$ cat config.mk
export PLATFORM = sky130hd
export DESIGN_NAME = hazard_ctrl
export DESIGN_NICKNAME = d
export VERILOG_FILES = /design/src/rtl/hazard_ctrl.sv
export SDC_FILE = /design/constraint.sdc
export NUM_CORES = 1
export LEC_CHECK = 0
export BUFFER_PORTS_ARGS = -buffer_cell sky130_fd_sc_hd__buf_2
export CELL_PAD_IN_SITES_DETAIL_PLACEMENT = 0
export CELL_PAD_IN_SITES_GLOBAL_PLACEMENT = 2
export CORE_MARGIN = 10
export CORE_UTILIZATION = 25
export DETAILED_ROUTE_END_ITERATION = 8
export MAX_ROUTING_LAYER = met4
export PLACE_DENSITY_LB_ADDON = 0.15
export RECOVER_POWER = 100
export SETUP_SLACK_MARGIN = 0.02
export SLEW_MARGIN = 20
export SYNTH_ARGS = -nofsm -noshare
export SYNTH_HDL_FRONTEND = slang
export SYNTH_SLANG_ARGS = --single-unit
$ cat constraint.sdc
create_clock -name clk -period 3.13 [get_ports clk]
set_input_delay 0.1565 -clock clk [delete_from_list [all_inputs] [get_ports clk]]
set_output_delay 0.1565 -clock clk [all_outputs]
set_load 0.01 [all_outputs]
$ cat src/rtl/hazard_ctrl.sv
// hazard_ctrl: stalls IF/ID and bubbles EX for non-forwardable hazards; owns the mult/div busy sequencer.
// Optional macro HAZARD_STATS_EN adds saturating stall_cycles/md_stall_cycles counters.
module hazard_ctrl #(
    parameter int MULT_CYCLES = 5,
    parameter int DIV_CYCLES  = 10,
    parameter int CNT_W       = 5
) (
    input  logic       clk,
    input  logic       rst,
    input  logic [4:0] rs_ID,
    input  logic [4:0] rt_ID,
    input  logic [4:0] WriteReg_EX,
    input  logic [4:0] WriteReg_MEM,
    input  logic       regWr_EX,
    input  logic       memToReg_EX,
    input  logic       memToReg_MEM,
    input  logic       branch_ID,
    input  logic       jr_ID,
    input  logic       md_use_ID,
    input  logic       md_start_EX,
    input  logic       md_is_div_EX,
    output logic       StallF,
    output logic       StallD,
    output logic       FlushE,
    output logic       md_busy,
`ifdef HAZARD_STATS_EN
    output logic       md_done,
    output logic [31:0] stall_cycles,
    output logic [31:0] md_stall_cycles
`else
    output logic       md_done
`endif
);
    localparam logic [CNT_W-1:0] MULT_LOAD = CNT_W'(MULT_CYCLES - 1);
    localparam logic [CNT_W-1:0] DIV_LOAD  = CNT_W'(DIV_CYCLES - 1);

    typedef enum logic {IDLE, BUSY} state_t;

    state_t           state_q;
    logic [CNT_W-1:0] cnt_q;
    logic             busy_q, done_q;
    logic             ex_rs, ex_rt, mem_rs, mem_rt;
    logic             lwstall, brstall, jrstall, mdstall, stall;

    // $0 is hardwired zero, so a write to it never creates a dependence
    assign ex_rs  = regWr_EX & (WriteReg_EX != 5'd0) & (WriteReg_EX == rs_ID);
    assign ex_rt  = regWr_EX & (WriteReg_EX != 5'd0) & (WriteReg_EX == rt_ID);
    assign mem_rs = memToReg_MEM & (WriteReg_MEM != 5'd0) & (WriteReg_MEM == rs_ID);
    assign mem_rt = memToReg_MEM & (WriteReg_MEM != 5'd0) & (WriteReg_MEM == rt_ID);

    assign lwstall = memToReg_EX & (ex_rs | ex_rt);
    assign brstall = branch_ID & (ex_rs | ex_rt | mem_rs | mem_rt);
    assign jrstall = jr_ID & (ex_rs | mem_rs);
    assign mdstall = md_use_ID & (busy_q | md_start_EX);
    assign stall   = ~rst & (lwstall | brstall | jrstall | mdstall);

    assign StallF  = stall;
    assign StallD  = stall;
    assign FlushE  = stall;
    assign md_busy = busy_q;
    assign md_done = done_q;

    always_ff @(posedge clk or posedge rst) begin
        if (rst) begin
            state_q <= IDLE;
            cnt_q   <= '0;
            busy_q  <= 1'b0;
            done_q  <= 1'b0;
        end else if (state_q == IDLE) begin
            done_q <= 1'b0;
            if (md_start_EX) begin
                state_q <= BUSY;
                cnt_q   <= md_is_div_EX ? DIV_LOAD : MULT_LOAD;
                busy_q  <= 1'b1;
            end
        end else if (cnt_q > CNT_W'(1)) begin
            cnt_q <= cnt_q - CNT_W'(1);
        end else begin
            state_q <= IDLE;
            cnt_q   <= '0;
            busy_q  <= 1'b0;
            done_q  <= 1'b1;
        end
    end

`ifdef HAZARD_STATS_EN
    logic [31:0] stall_cycles_q, md_stall_cycles_q;

    assign stall_cycles    = stall_cycles_q;
    assign md_stall_cycles = md_stall_cycles_q;

    always_ff @(posedge clk or posedge rst) begin
        if (rst) begin
            stall_cycles_q    <= '0;
            md_stall_cycles_q <= '0;
        end else begin
            stall_cycles_q    <= stall_cycles_q + {31'd0, stall & ~&stall_cycles_q};
            md_stall_cycles_q <= md_stall_cycles_q + {31'd0, mdstall & ~&md_stall_cycles_q};
        end
    end
`endif
endmodule

== After elaboration in Yosys (flattened, before gate mapping) ==
Index checks and enable logic that the tools add are counted.

* Flip-flop bits (word level): 8
* Logic and storage cells: 47
* Output and inout bits: 5

* Magnitude comparators: 1
* Multiplexer cells: 12
* Bitwise gates (word level): 20
* Add/subtract/negate cells: 1
* Reduce and logical (&&, ||, !) cells: 4
* Eq/ne operators: 5

{| class="wikitable"
|+ Operator list
! operator !! number
|-
| $eq 5x5->1 || 4
|-
| $mux 5 || 3
|-
| $and 1x1->1 || 11
|-
| $reduce_bool 5->1 || 2
|-
| $mux 1 || 8
|-
| $or 1x1->1 || 8
|-
| $gt 5x1->1 const B || 1
|-
| $sub 5x1->5 const B || 1
|-
| $mux 4 || 1
|-
| $ne 2x2->1 const B || 1
|-
| $reduce_and 2->1 || 1
|-
| $reduce_bool 2->1 || 1
|-
| $not 1->1 || 1
|}

== Logic depth before layout (Yosys ltp) ==
* Depth after elaboration: 11
* Mapped depth: 7
* Depth with buffers taken out: 7

== Least setup slack after synthesis ==
No wires, ideal clock.

* Kind: input port to output port
* Start: input WriteReg_EX[1]
* End: output StallD
* Path slack: 1.195 ns
* Buffers on the path: 1
* Cell stages on the path: 7
* Data arrival time: 1.778 ns
* Data required time: 2.974 ns
* Path through: or4_1 -> nor2_2 -> nor4_1 -> or4_1 -> o21ai_1 -> a31oi_1 -> buf_4

* Cells in the longest elaborated chain, start to end: 11
* Elaborated cells on any way between the ends: 17
* Classes of those cells: 2 x eq/ne; 14 x bitwise; 1 x reduce/logical

{| class="wikitable"
|+ RTL lines
! item !! RTL line !! RTL
|-
| start, declared || 12 || <nowiki>input logic [4:0] WriteReg_EX,</nowiki>
|-
| $reduce_bool 5->1 || 46, 47 ||
|-
| $and 1x1->1 || 46, 47 ||
|-
| $and 1x1->1, on equally long branches || 46, 47 ||
|-
| $or 1x1->1 || 51, 52 ||
|-
| $or 1x1->1 (2 in a row) || 52 || <nowiki>assign brstall = branch_ID & (ex_rs | ex_rt | mem_rs | mem_rt);</nowiki>
|-
| $and 1x1->1 || 52 ||
|-
| $or 1x1->1 || 55 || <nowiki>assign stall = ~rst & (lwstall | brstall | jrstall | mdstall);</nowiki>
|-
| $or 1x1->1 * (2 in a row) || 55 ||
|-
| $and 1x1->1 * || 55 ||
|-
| end, declared || 23 || <nowiki>output logic StallD,</nowiki>
|}

Mark *: on every way between the ends. The rest lies on a longest branch, timed or not.

== Worst setup path after layout ==
Same ends and word-level chain as after synthesis.

==> summary.txt <==
Status
  • Status: finished, final reports clean

Timing
  • Fmax: 486 MHz
  • Crit share post-route: 65.8%
  • Setup TNS: 0 ns
  • Slew headroom: between 70% and 80%
  • Setup-failing EPs final: 0
  • Hold violation total from the final report: 0
  • RSZ-0062 raised after global routing: false
  • Crit path time final: between 2 and 2.5 ns
  • Clock Skew: about 0.0044 ns
  • WHS: approximately 0.13 ns
  • Slew at the pin with the worst max-slew slack: 0.438 ns
  • Fin. max-slew vios: 0

Global routing
  • GR met2 Demand/Resource: 13.4%
  • GR peak layer: met2
  • GR Overflow Total: 0
  • Met3 usage: 2.29%
  • First-pass GRT wire length: 3560 um
  • Pin count of the biggest net entering global routing: 12
  • Initial antenna violation count: 0
  • Vias in the first global route: roughly 830
  • GR Layer Usage met1: ~9.8%
  • GRT Util Overall: 8.39%

Worst setup path
  • Worst EP required: 2.97 ns
  • Register-to-register setup slack: 1.57 ns
  • Most frequent CP cell: or4_1
  • Setup Crit Path Kind: input port to output port
  • Critical path cell sequence: buf_2 > or4_1 > nor2_2 > nor4_1 > or4_1 > o21ai_1 > a31oi_1 > clkbuf_1
  • Crit path max fanout: 3
  • Slowest CP cell: or4_1
  • CP arrival: 1.90 ns
  • Crit start category: input port
  • CP endpoint kind: output port
  • Slowest stage delay, CP: 0.55 ns

Logic synthesis
  • Yosys top cell by area: dfrtp_1
  • Syn Inst Count: between 80 and 90
  • Top cells by area, synth: dfrtp_1 (28%), xnor2_1 (15%), xor2_1 (9.8%), o21ai_0 (7.0%), nand4_1 (4.4%)
  • Average size of a mapped cell: 8.12 sq um
  • Yosys reg bits: 8
  • Mapped Area: between 700 and 800 sq um
  • Synth warn: 0
  • Sequential share of the synthesized area: 28.0%
  • Ys async rst share: 100%
  • Ys flop type: dfrtp_1
  • Post-synth EDFFs: 0
  • Top-area cell type share of the netlist area: 28.0%
  • Net Count, Synth: between 100 and 150
  • Synth unique cells: 24

Route
  • First DRT Iteration DRCs: 31
  • DRC errors left: 0
  • Via/cell ratio: 4.84
  • Routed WL per cell: 13.6 um
  • Total Routed Length: 2100 um
  • Antenna viol nets, final: 0
  • Drt pass-1 iters: 4
  • Total number of vias: roughly 750

Floorplanning
  • Die area: 5400 sq um
  • Core ar.: 2730 sq um
  • Initial Utilization: 26.1%
  • I/O pins: 35
  • Die W: 73.5 um
  • Die H: roughly 73 um
  • Std cell rows: 19

Clocking
  • CTS buffer count: 3
  • CTS Hold Bufs: 1
  • CTS tree: built
  • Post_cts resized: 0
  • Htree depth: 1
  • Setup Buffers After CTS: 0
  • Latest clock arrival within the worst-skew pair: around 0.26 ns
  • Reg clk slew, reported paths: around 0.050 ns
  • Clock root buffer: clkbuf_4
  • Max clock buf depth: 2
  • Sink Count: 8

Min path
  • Hold Path Class: input port to flop

Cells and area
  • Multi-input logic area: between 400 and 500 sq um
  • Area Growth Syn to Fin: 30.1%
  • FILL cells: around 310
  • Nets: 157
  • Utilization after layout: 34.0%
  • Layout cells sized above 1: 26.0%
  • Reg area: 200 sq um
  • Antenna cells: 0

Power
  • Lkg Pwr: 0.410 nW
  • PwrDens: roughly 590 nW/um^2
  • VDD IR max: 302 uV

Placement
  • # port buffers: 34
  • Final GP Congestion: 0.771
  • HPWL Detailed: around 1900 um

Flow run
  • Maxcap violations: 0
[final timing paths]
path	start	to	depth (start not counted)
setup / recovery	WriteReg_EX[1]	StallD	8
hold / removal	md_is_div_EX	cnt_q[2]	2
setup reg to reg	cnt_q[2]	cnt_q[3]	6
hold reg to reg	md_done	md_done	1
max in group asynchronous	rst	state_q	3
min in group asynchronous	rst	cnt_q[2]	3
[critical path, delay by kind of cell]
family	cells	cell delay, ns
simple gates	4	1.25
buf+inv	2	0.28
compound gates	2	0.22
[metrics by stage]
stage / instance area [sq um] / setup slack [ns] / power, mW / cells
floorplan: 714 / 1.20 / 0.388 / 88
global placement: 905 / 1.09 / 0.478 / 150
detailed placement: 905 / 1.06 / 0.477 / 150
CTS: 937 / 1.05 / 0.562 / 154
global route: 930 / 0.894 / 0.624 / 154
finish: 930 / 1.07 / 0.550 / 154
[power breakdown]
part	internal, mW	switching, mW	total, mW
registers	0.151	0.0519	0.203
logic	0.117	0.151	0.267
clock network	0.0439	0.0355	0.0794
total	0.312	0.238	0.550
[sequential cells by signal, summed over array words and instances (netlist names)]
signal	flops
md_done	1
md_busy	1
cnt_q	5
state_q	1
[synthesized netlist by cell type, types with 2 or more instances]
cell type  count
xnor2_1       12
o21ai_0       10
dfrtp_1        8
xor2_1         8
nor2_1         7
nand2_1        5
nand4_1        5
inv_1          4
nor4_1         4
a21oi_1        3
o21a_1         3
or4_1          3
buf_4          2
ha_1           2
nand3_1        2
nor3_1         2
[placed cells by master (no fill, tap or decap), drive strengths merged, types with 2 or more instances in the layout]
master  instances
a21oi           3
buf            28
clkbuf          9
dfrtp           8
ha              2
inv             4
nand2           5
nand3           2
nand4           5
nor2            8
nor3            2
nor4            4
o21a            3
o21ai          11
or4             3
xnor2          12
xor2            8
[layer usage]
metal	wire length, um	part of all wire (%)	vias up
met4	38	1.8	0
li1	-	-	387
met3	133	6.3	4
met5	0	0	-
met2	958	46	22
met1	965	46	333
[cell type report]
cell class / count / area share [%]
inverters: 4 / 1.62
well taps: 31 / 4.17
clock buffers: 3 / 2.42
flip-flops and latches: 8 / 21.5
repair buffers: 35 / 18.6
multi-input cells: 73 / 51.7
[logic make-up (layout without fill, tap and decap cells)]
| group | after synthesis | in the layout | share of synthesized area, % |
|---|---|---|---|
| AOI/OAI and AO/OA | 19 | 19 | 14.9 |
| xor gates and xnor gates | 20 | 20 | 24.5 |
| adders and majority gates | 2 | 2 | 3.50 |
| buffers and inverters | 7 | 42 | 4.73 |
| DFF | 8 | 8 | 28.0 |
| muxes | 1 | 1 | 1.40 |
| and+or+nand+nor | 31 | 31 | 22.9 |
(Power assumes the default switching activity.)
